==> config.mk <==
export PLATFORM = sky130hd
export DESIGN_NAME = rom_angle_reader
export DESIGN_NICKNAME = d
export VERILOG_FILES = /design/src/rtl/rom_angle_reader.sv
export SDC_FILE = /design/constraint.sdc
export NUM_CORES = 1
export LEC_CHECK = 0
export CAP_MARGIN = 20
export CORE_MARGIN = 2
export CORE_UTILIZATION = 40
export DETAILED_ROUTE_END_ITERATION = 8
export GPL_ROUTABILITY_DRIVEN = 1
export PLACE_DENSITY = 0.77
export SETUP_SLACK_MARGIN = 0.15
export SYNTH_ARGS = -nofsm -noshare
export SYNTH_HDL_FRONTEND = slang
export SYNTH_SLANG_ARGS = --single-unit
==> constraint.sdc <==
create_clock -name clk -period 2.55 [get_ports clk]
set_clock_uncertainty 0.15 [all_clocks]
set_input_delay 0.51 -clock clk [delete_from_list [all_inputs] [get_ports clk]]
set_output_delay 0.51 -clock clk [all_outputs]
set_load 0.005 [all_outputs]
==> src/rtl/rom_angle_reader.sv <==
// rom_angle_reader
// Read-side sequencer for the angle-input ROM. On start it sweeps ROM
// addresses START_ADDR..LAST_ADDR. Each word is fetched in one cycle, then
// registered and offered to the CORDIC input stage on a valid/ready
// handshake. Sweeps may be one-shot or continuous (loop_en), and can be
// aborted at any time.
//
// Ports:
//   clk, rst       clock, synchronous active-high reset
//   start          begin a sweep (only looked at in IDLE)
//   loop_en        wrap to START_ADDR after LAST_ADDR (sampled at last handshake)
//   abort          drop the sweep and return to IDLE
//   rom_address    ROM address
//   rom_read_en    ROM read enable
//   rom_ce         ROM chip enable
//   rom_data       ROM read data (combinational from the ROM)
//   ang_data       registered angle word
//   ang_index      ROM address the word came from
//   ang_valid      ang_data/ang_index valid
//   ang_ready      consumer accept
//   busy           high while fetching or holding a word
//   done           one-cycle pulse at the end of a non-looping sweep
module rom_angle_reader #(
  parameter int ADDR_W     = 10,
  parameter int DATA_W     = 32,
  parameter int START_ADDR = 0,
  parameter int LAST_ADDR  = 360
) (
  input  logic              clk,
  input  logic              rst,
  input  logic              start,
  input  logic              loop_en,
  input  logic              abort,
  output logic [ADDR_W-1:0] rom_address,
  output logic              rom_read_en,
  output logic              rom_ce,
  input  logic [DATA_W-1:0] rom_data,
  output logic [DATA_W-1:0] ang_data,
  output logic [ADDR_W-1:0] ang_index,
  output logic              ang_valid,
  input  logic              ang_ready,
  output logic              busy,
  output logic              done
);

  localparam logic [ADDR_W-1:0] START_A = ADDR_W'(START_ADDR);
  localparam logic [ADDR_W-1:0] LAST_A  = ADDR_W'(LAST_ADDR);

  typedef enum logic [1:0] {
    S_IDLE  = 2'd0,
    S_FETCH = 2'd1,
    S_HOLD  = 2'd2,
    S_DONE  = 2'd3
  } state_t;

  state_t              state_q, state_d;
  logic [ADDR_W-1:0]   addr_q, addr_d;
  logic [DATA_W-1:0]   data_q, data_d;
  logic [ADDR_W-1:0]   index_q, index_d;
  logic                valid_q, valid_d;

  // State and datapath registers
  always_ff @(posedge clk) begin
    if (rst) begin
      state_q <= S_IDLE;
      addr_q  <= START_A;
      data_q  <= '0;
      index_q <= '0;
      valid_q <= 1'b0;
    end else begin
      state_q <= state_d;
      addr_q  <= addr_d;
      data_q  <= data_d;
      index_q <= index_d;
      valid_q <= valid_d;
    end
  end

  // Next-state and datapath update
  always_comb begin
    state_d = state_q;
    addr_d  = addr_q;
    data_d  = data_q;
    index_d = index_q;
    valid_d = valid_q;
    case (state_q)
      S_IDLE: begin
        if (start) begin
          state_d = S_FETCH;
          addr_d  = START_A;
        end
      end
      S_FETCH: begin
        if (abort) begin
          state_d = S_IDLE;
          addr_d  = START_A;
          valid_d = 1'b0;
        end else begin
          // ROM output is valid during the single FETCH cycle; capture it here.
          state_d = S_HOLD;
          data_d  = rom_data;
          index_d = addr_q;
          valid_d = 1'b1;
        end
      end
      S_HOLD: begin
        // abort wins over a handshake in the same cycle.
        if (abort) begin
          state_d = S_IDLE;
          addr_d  = START_A;
          valid_d = 1'b0;
        end else if (ang_ready) begin
          valid_d = 1'b0;
          if (addr_q != LAST_A) begin
            state_d = S_FETCH;
            addr_d  = addr_q + 1'b1;
          end else if (loop_en) begin
            state_d = S_FETCH;
            addr_d  = START_A;
          end else begin
            state_d = S_DONE;
          end
        end
      end
      S_DONE: begin
        state_d = S_IDLE;
        addr_d  = START_A;
      end
      default: begin
        state_d = S_IDLE;
        addr_d  = START_A;
        valid_d = 1'b0;
      end
    endcase
  end

  // Outputs: registers or state decode only
  always_comb begin
    rom_address = addr_q;
    rom_ce      = (state_q == S_FETCH);
    rom_read_en = (state_q == S_FETCH);
    busy        = (state_q == S_FETCH) || (state_q == S_HOLD);
    done        = (state_q == S_DONE);
    ang_data    = data_q;
    ang_index   = index_q;
    ang_valid   = valid_q;
  end

endmodule

### Word level (Yosys, flattened, before mapping)

Cells that the tools add are included.

* flip-flop bits (word level): 55
* bits of input ports: 38
* output and inout bits: 57

* $add $sub $neg: 1
* eq/ne operators: 8
* multiplexer cells: 18
* bitwise gates (word level): 1
* reductions and logical operators: 7

Operators by type and width (number)
* 10-bit 2-to-1 mux: 6
* 10-bit one-hot mux with 4 select lines: 1
* 2-bit 2-to-1 mux: 6
* 10-bit by 1-bit adder with 10-bit output, second input constant: 1
* 10-bit by 9-bit inequality test with 1-bit output, second input constant: 1
* 2-bit one-hot mux with 4 select lines: 1
* 2-bit AND reduction: 3
* 2-bit equality test, second input constant: 2
* 2-bit inequality test, second input constant: 2
* 4-bit inequality test, second input constant: 1
* 4-bit AND reduction: 1
* 1-bit 2-to-1 mux: 3
* 3-bit inequality test, second input constant: 1
* 2-bit by 1-bit equality test with 1-bit output, second input constant: 1
* 2-bit logical NOT: 1
* 1-bit one-hot mux with 2 select lines: 1
* 2-bit nonzero test: 1
* 1-bit logical OR: 1
* 1-bit inverter: 1

### Longest topological paths before layout

* word-level depth: 5
* gate-level depth with buffers: 8

### Worst setup path before layout

OpenSTA, ideal clock, no wires.

* path kind: flip-flop to flip-flop
* from: register state_q[1]
* to: register addr_q[5] (netlist: rom_address[5])
* setup time: 128 ps
* arrival time: 1839 ps
* slack: 432 ps
* stages on the path, launching flop included: 9
* period minus slack after synthesis: 2118 ps
* cell sequence: dfxtp_1 -> inv_1 -> ha_1 -> nor2b_1 -> buf_6 -> or3_4 -> or3_1 -> xor2_1 -> nor2_1

* cells in the longest elaborated chain, start to end: 3

Ends and longest elaborated chain
* from (decl): RTL line 56 `state_t state_q, state_d;`
* from (signal assigned): RTL line 71 `state_q <= state_d;`
* 2-bit by 1-bit equality test with 1-bit output *
* net rom_ce: RTL line 36 `output logic rom_ce,`
* 2-bit inequality test (no line)
* 4-bit AND reduction (no line)
* to (signal assigned): RTL line 72 `addr_q <= addr_d;`
* to (decl): RTL line 57 `logic [ADDR_W-1:0] addr_q, addr_d;`

The timed path passes the listed nets; every way through them passes the cells marked *.
A chain may end at the register's enable or synchronous reset.

### Worst setup path in the final report

* from: register addr_q[0] (netlist: rom_address[0])
* to: register addr_q[5] (netlist: rom_address[5])

* cells in the longest elaborated chain, start to end: 5

Ends and longest elaborated chain
* 10-bit by 1-bit adder with 10-bit output or 10-bit by 9-bit inequality test with 1-bit output (tied branches): RTL line 116, 114
* 10-bit 2-to-1 mux: RTL line 114 `if (addr_q != LAST_A) begin`
* 10-bit 2-to-1 mux: RTL line 112 `end else if (ang_ready) begin`
* 10-bit 2-to-1 mux: RTL line 108 `if (abort) begin`
* 10-bit one-hot mux with 4 select lines: RTL line 86 `case (state_q)`

Several ways; a longest one is shown, not always the timed one. The select of a mux whose other input is x is not followed.

==> impl_metrics.env <==
export IMPL_dr_pass1_iters=4
export IMPL_timing_max_cap_violations=0
export IMPL_hold_depth=2
export IMPL_setup_tns_final_ns=0
export IMPL_core_um2=5170
export IMPL_routedWlPerCell_um=13.4
export IMPL_tightestPinTransition_ns=0.502
export IMPL_cp_start_kind="register"
export IMPL_h_tree_depth=2
export IMPL_num_fill_cells=455
export IMPL_syn_avg_cell_area_um2=8.11
export IMPL_syn_area_um2=2170
export IMPL_finalWirelength_um=5770
export IMPL_cts_buffers=5
export IMPL_synthesis_instances=268
export IMPL_clock_sinks=55
export IMPL_clk_pin_slew_ns=0.10
export IMPL_grt_overflow=0
export IMPL_power_density_nw_per_um2=564
export IMPL_drv_slew=0
export IMPL_post_drt_via_cell_ratio=4.85
export IMPL_place_inst=423
export IMPL_io_pins=95
export IMPL_drive_above_1_share=0.0554
export IMPL_die_h_um=77.7
export IMPL_r2r_slack_ns=0.32
export IMPL_slew_limit_headroom=0.665
export IMPL_grt_usage=0.190
export IMPL_critical_path_cell_chain="inv_1 > ha_1 > or4b_4 > nor3_4 > a21oi_1 > o21bai_2 > nor2_1"
export IMPL_cts_hold_buf=0
export IMPL_hold_path_startpoint="ang_data[23]"
export IMPL_antenna_found_initial=0
export IMPL_synth_edff_count=0
export IMPL_root_buffer="clkbuf_8"
export IMPL_r2r_start="rom_address[0]"
export IMPL_finalPower_w=0.00187
export IMPL_min_to="ang_data[23]"
export IMPL_post_cts_buffers=0
export IMPL_regToRegEndpoint="rom_address[5]"
export IMPL_ctsLongestPathBuffers=2
export IMPL_arrival_ns=2.26
export IMPL_globalplace_congestion=0.806
export IMPL_layout_nets=404
export IMPL_min_path_type="reg2reg"
export IMPL_area_growth_synth_to_final_pct=52.3
export IMPL_diodes=0
export IMPL_crit_fanout=10
export IMPL_p_leak_nw=1.16
export IMPL_drt_iter0_drc=47
export IMPL_peakVddDrop_uv=236
export IMPL_critPathKind="reg2reg"
export IMPL_post_route_period_util=0.874
export IMPL_end_kind="register"
export IMPL_start_util=0.420
export IMPL_vias=2092
export IMPL_wl_met3_um=360
export IMPL_synth_net_count=312
export IMPL_cts_tree="yes"
export IMPL_postCtsResizedCells=0
export IMPL_synth_seq_cells=55
export IMPL_rsz0062_at_grt="false"
export IMPL_top_layer_used="met4"
export IMPL_drtAntennaViolNets=0
export IMPL_synth_top_flop_cell="dfxtp_1"
export IMPL_io_buffers=94
export IMPL_row_count=26
export IMPL_wl_met1_um=2650
export IMPL_yosysWarnings=0
export IMPL_synth_seq_area_share=0.507
export IMPL_fin_cells=431
export IMPL_ff2ff_path_depth=7
export IMPL_fmax_mhz=449
export IMPL_min_period_ns=2.23
export IMPL_hold_violations=0
export IMPL_clk_latency_ns=0.30
export IMPL_setup_viol_count_final=0
export IMPL_grt_pass1_vias=1902
export IMPL_slowest_delay_ns=0.48
export IMPL_synth_cell_types=31
export IMPL_cpMaxStageDelayCell="or4b_4"
export IMPL_grt_pass1_wl_um=9180
export IMPL_grt_max_degree=33
export IMPL_async_flop_share=0
export IMPL_route_met2_wl_um=2710
export IMPL_drc=0
export IMPL_die_w_um=77.7
export IMPL_cp_data_required_time_ns=2.58
export IMPL_die_area_um2=6040
export IMPL_status="completed"
export IMPL_place_hpwl_um=4090
## logic make-up after synthesis
family	after synthesis	synth area share
muxes	1	0.00461
buffers and inverters	22	0.0472
xor gates and xnor gates	9	0.0363
and+or+nand+nor	123	0.245
AOI/OAI and AO/OA	52	0.126
adders and majority gates	6	0.0345
DFF	55	0.507
## worst max-delay path: cells and delay by family, from the launching register on
| family | cells | cell delay (ns) |
|---|---|---|
| compound gates | 2 | 0.47 |
| fa+ha+maj | 1 | 0.16 |
| buf+inv | 1 | 0.09 |
| flops | 1 | 0.41 |
| simple gates | 3 | 0.83 |
## power breakdown
group          switching (W)  internal, W
Combinational       0.000124     0.000163
Clock               0.000274     0.000392
Sequential         0.0000217     0.000891
Total               0.000419      0.00145
## how the worst max path moves through the flow
stage,startpoint,endpoint,cells after the start
final,rom_address[0],rom_address[5],7
after global routing,rom_address[0],rom_address[5],7
after global placement,abort,rom_address[5],6
after detailed placement,abort,rom_address[5],6
after CTS,rom_address[0],rom_address[5],7
after floorplan,state_q[1],rom_address[5],8
## placed cells by master, fill, tap and decap left out, types with 2 or more instances in the layout
| cell | instances |
|---|---|
| a211oi_1 | 2 |
| buf_4 | 7 |
| inv_1 | 6 |
| nor3_1 | 2 |
| dfxtp_1 | 55 |
| nand2_1 | 89 |
| or3_1 | 2 |
| nand4_1 | 3 |
| clkdlybuf4s50_1 | 94 |
| ha_1 | 6 |
| nor2_1 | 15 |
| xnor2_1 | 2 |
| xor2_1 | 7 |
| bufinv_16 | 2 |
| clkbuf_8 | 5 |
| a21oi_1 | 47 |
## cell type report
cell class	count	area, um2	share of cell area
flip-flops and latches	55	1100	0.333
inverters	6	22.5	0.00681
repair buffers	101	993	0.300
multi-input cells	191	972	0.294
well taps	70	87.6	0.0265
clock inverters	2	60.1	0.0181
clock buffers	6	72.6	0.0219
## sequential cells by signal, summed over array words and instances (netlist names)
register     count
rom_address     10
state_q          2
ang_data        32
ang_index       10
ang_valid        1
## stage by stage
step / hold WS [ns] / area [um2] / setup slack, ns / utilization
after floorplan: 0.301 / 2170 / 0.432 / -
after global placement: 0.291 / 3180 / 0.163 / 0.614
after detailed placement: 0.297 / 3180 / 0.113 / 0.614
after CTS: 0.311 / 3310 / 0.290 / 0.640
after global routing: 0.328 / 3310 / 0.232 / 0.640
final: 0.308 / 3310 / 0.321 / 0.640
## metal layers
layer	track usage	vias to the layer above
met3	0.0500	6
met2	0.322	77
met5	0	-
li1	-	1050
met1	0.240	959
met4	0.0429	0
## synth_stat cells, types with 2 or more instances
library cell / n / area, um2
or3_1: 2 / 12.5
nor2_1: 15 / 56.3
xnor2_1: 2 / 17.5
nor3_1: 2 / 10.0
ha_1: 6 / 75.1
a211oi_1: 2 / 15.0
dfxtp_1: 55 / 1100
nand4_1: 3 / 18.8
buf_4: 2 / 15.0
nand2_1: 89 / 334
nor2b_1: 2 / 12.5
clkbuf_1: 12 / 45.0
a21oi_1: 47 / 235
xor2_1: 7 / 61.3
inv_1: 6 / 22.5
Power figures use the tool's default switching activity.
==> patch 1: new RTL, config.mk and constraints unchanged <==
`ADDR_W`: 10 -> 8.
--- a/src/rtl/rom_angle_reader.sv
+++ b/src/rtl/rom_angle_reader.sv
@@ -21,7 +21,7 @@
 //   busy           high while fetching or holding a word
 //   done           one-cycle pulse at the end of a non-looping sweep
 module rom_angle_reader #(
-  parameter int ADDR_W     = 10,
+  parameter int ADDR_W     = 8,
   parameter int DATA_W     = 32,
   parameter int START_ADDR = 0,
   parameter int LAST_ADDR  = 360
Interface: changed (resized ang_index and rom_address); port bits go from 95 to 91. No check against the original RTL was run, so the function may have changed too.
==> patch 1 against the original RTL <==
- combinational power down 8.7%
- cell area down 6.4%
- highest routed layer unchanged
- clock power down 31%
- routed wire length down 9.7%
- sequential cell count down 4
- power down 16%
- register-to-register slack better by 0.09 ns
- area after synthesis down 5.6%
- first-iteration DRC count up 19%
- setup slack worse by 0.061 ns
- non-clock buffer count down 6
==> patch 1: results (changes against the original RTL) <==
Status:
- The flow ran to the end, and the final reports show no timing, DRC or antenna violations.

Critical path:
- The critical setup path kind is reg2out.
- The cell family with the largest share of critical-path delay is buffers and inverters.
- The terminus of the critical flop-to-flop path is rom_address[6]$_SDFFE_PP0P_.
- The data arrival time of the worst path was 1.63 ns (-0.63 ns).
- The flop-to-flop setup slack came to 0.41 ns (+0.09 ns).
- The launching point of the worst reg2reg path is state_q[0]$_SDFFE_PP0P_.
- The maximum fanout along the worst path is 4 (-6).

Global route:
- The largest net degree at the start of global routing came to 29 (-12%).
- The global-route usage over all layers is 0.178 (-0.0110).
- The global-route wire length before repair is 7760 um (-15%).

Cells and area:
- The non-clock inverter count in the final layout came to 5 (-1).
- The total of fill cells in the finished design is 447 (-1.8%).
- The number of signal-net buffers in the layout was 95 (-5.9%).
- The clock-cell share of area was 0.0283 (-0.0118).

Synthesis:
- After synthesis, the cell types taking the most area are dfxtp_1, nand2_1, a21oi_1, ha_1, clkbuf_1.
- The total nets after synthesis is 299 (-4.2%).
- The commonest cells after synthesis are nand2_1, dfxtp_1, a21oi_1.
- The count of cell types in the netlist came to 34 (+9.7%).

Power and ir drop:
- The standby leakage power is 0.00108 uW (-6.9%).

Placement:
- The routability-driven placement congestion ratio is 0.832 (+3.1%).
- The instance area at placement is 3010 um2 (-5.2%).
- The count of buffers inserted at the top-level ports is 90 (-4.3%).
- The worst setup timing slack at the placement stage was 0.125 ns (+0.0116 ns).

STA:
- The worst hold margin is 0.305 ns (-0.00355 ns).
- The relative slew slack is 0.594 (-0.0710).

Route:
- The DRC violation total after the first TritonRoute iteration is 56 (+19%).

Clock tree:
- The clock-pin slew on the worst setup and hold paths came to 0.08 ns (-0.02 ns).
[patch 1: cell families (layout without fill, tap and decap cells)]
family | count (synthesis) | count (layout) | share of synthesized area
XOR/XNOR | 1 | 1 | 0.00427
AND/OR/NAND/NOR | 114 | 114 | 0.248
multiplexers | 1 | 1 | 0.00549
buffers and inverters | 21 | 107 | 0.0439
AO/OA/AOI/OAI | 61 | 61 | 0.164
flip-flops | 51 | 51 | 0.498
adder cells (fa/ha/maj) | 6 | 6 | 0.0366
[patch 1: metal layers]
layer | global-route usage | wire [um] | vias to the layer above
met3 | 0.0529 | 393 | 7
met5 | 0 | 0 | -
met4 | 0.0643 | 66 | 0
li1 | - | - | 1020
met1 | 0.200 | 2140 | 936
met2 | 0.321 | 2610 | 57
[patch 1: power breakdown]
| part | internal, uW | switching [uW] |
|---|---|---|
| registers | 826 | 15.8 |
| clock network | 213 | 244 |
| logic | 149 | 113 |
==> patch 2: new RTL, same settings <==
Without the edit above. Re-encode `state_t` (4 states) as one-hot, 4 bits wide.
--- a/src/rtl/rom_angle_reader.sv
+++ b/src/rtl/rom_angle_reader.sv
@@ -46,11 +46,11 @@
   localparam logic [ADDR_W-1:0] START_A = ADDR_W'(START_ADDR);
   localparam logic [ADDR_W-1:0] LAST_A  = ADDR_W'(LAST_ADDR);
 
-  typedef enum logic [1:0] {
-    S_IDLE  = 2'd0,
-    S_FETCH = 2'd1,
-    S_HOLD  = 2'd2,
-    S_DONE  = 2'd3
+  typedef enum logic [3:0] {
+    S_IDLE  = 4'b0001,
+    S_FETCH = 4'b0010,
+    S_HOLD  = 4'b0100,
+    S_DONE  = 4'b1000
   } state_t;
 
   state_t              state_q, state_d;
Check against the original RTL: no difference found for any inputs over 10 cycles, from zero or initial values and one cycle with rst high; not proved beyond that.
==> patch 2 against the original RTL <==
- synthesized cell count is 7.1% higher
- first-iteration DRC count is 26% higher
- setup slack worse by 0.14 ns
- area after synthesis is 6.3% higher
- power is 4.6% lower
- cell area is 7.1% higher
- sequential cell count is 2 higher
- routed wire length is 4.8% higher
- critical path type is now reg2out
- largest cell class unchanged
==> patch 2: results (changes against the original RTL) <==
Status:
- The flow ran to the end, and the final reports show no timing, DRC or antenna violations.

Synthesis:
- The count of cell types in the netlist is 42 (+35%).
- In the synthesized netlist, the cells that appear most often are nand2_1, dfxtp_1, a21oi_1.
- The post-synthesis compound-gate area fraction was 0.153 (+0.0278).
- The XOR/XNOR share of the synthesized area came to 0 (-0.0363).

STA:
- The relative slew slack came to 0.650 (-0.0148).
- The worst hold margin is 0.302 ns (-0.00590 ns).
- The ratio of final minimum period to clock period was 0.929 (+0.0546).

Clock tree:
- The number of levels the H-tree was split into came to 3 (+1).
- The clock buffer count from CTS is 9 (+4).
- The number of gates resized after cts is 2 (+2).

Route:
- The total detailed-routing wirelength is 6040 um (+4.8%).
- The total number of vias was 2250 (+7.6%).
- The DRC violation total after the first TritonRoute iteration was 59 (+26%).

Critical path:
- In this design, the largest share of critical-path delay is due to buffers and inverters.
- The data arrival time of the worst path is 1.71 ns (-0.55 ns).
- The depth of the worst register-to-register path is 8 (+1).
- The slowest cell on the critical path is clkdlybuf4s50_1.
- The startpoint of the worst setup timing path is state_q[1]$_SDFFE_PP0P_.

Power and ir drop:
- The power consumed by sequential cells is 908 uW (-0.5%).
- The power in the clock group is 728 uW (+9.3%).
- The worst ir drop on vdd is 0.000340 V (+44%).
- The standby leakage power came to 0.00121 uW (+4.5%).
- The power of the combinational group was 144 uW (-50%).

Placement:
- The instance area at placement is 3350 um2 (+5.4%).
- The total instance count after detailed placement came to 444 (+5.0%).
- The worst setup timing slack at the placement stage is -0.0342 ns (-0.147 ns).
- The HPWL after detailed placement is 4290 um (+4.8%).

Cells and area:
- The filler-free cell count of the finished design is 460 (+6.7%).
- The final layout net count is 423 (+4.7%).

Global route:
- The global-route usage over all layers is 0.199 (+0.00931).

Worst hold path:
- The path with the worst hold slack has its endpoint at ang_index[4]$_SDFFE_PP0P_.
-- patch 2: cell types whose count changed after synthesis, sizes merged, moves of 4 or more --
cell | before | now
nand3 | 1 | 8
nor4b | 0 | 4
xor2 | 7 | 0
or3 | 3 | 7
nor2 | 15 | 7
ha | 6 | 2
buf | 3 | 8
-- patch 2: cell families after synthesis --
kind of cell,after synthesis
buffers and inverters,25
flip-flops,57
AND/OR/NAND/NOR,141
adder cells (fa/ha/maj),2
AO/OA/AOI/OAI,62
-- patch 2: cell type report --
class,count,area [um2]
clock inverters,5,31.3
repair buffers,104,1040
flip-flops and latches,57,1140
multi-input cells,205,1080
fillers,503,2000
well taps,72,90.1
inverters,6,22.5
clock buffers,11,141
-- patch 2: layer usage --
layer	GRT usage	routed length (um)
met4	0.0966	125
met3	0.0566	442
met5	0	0
met1	0.252	2700
met2	0.308	2770
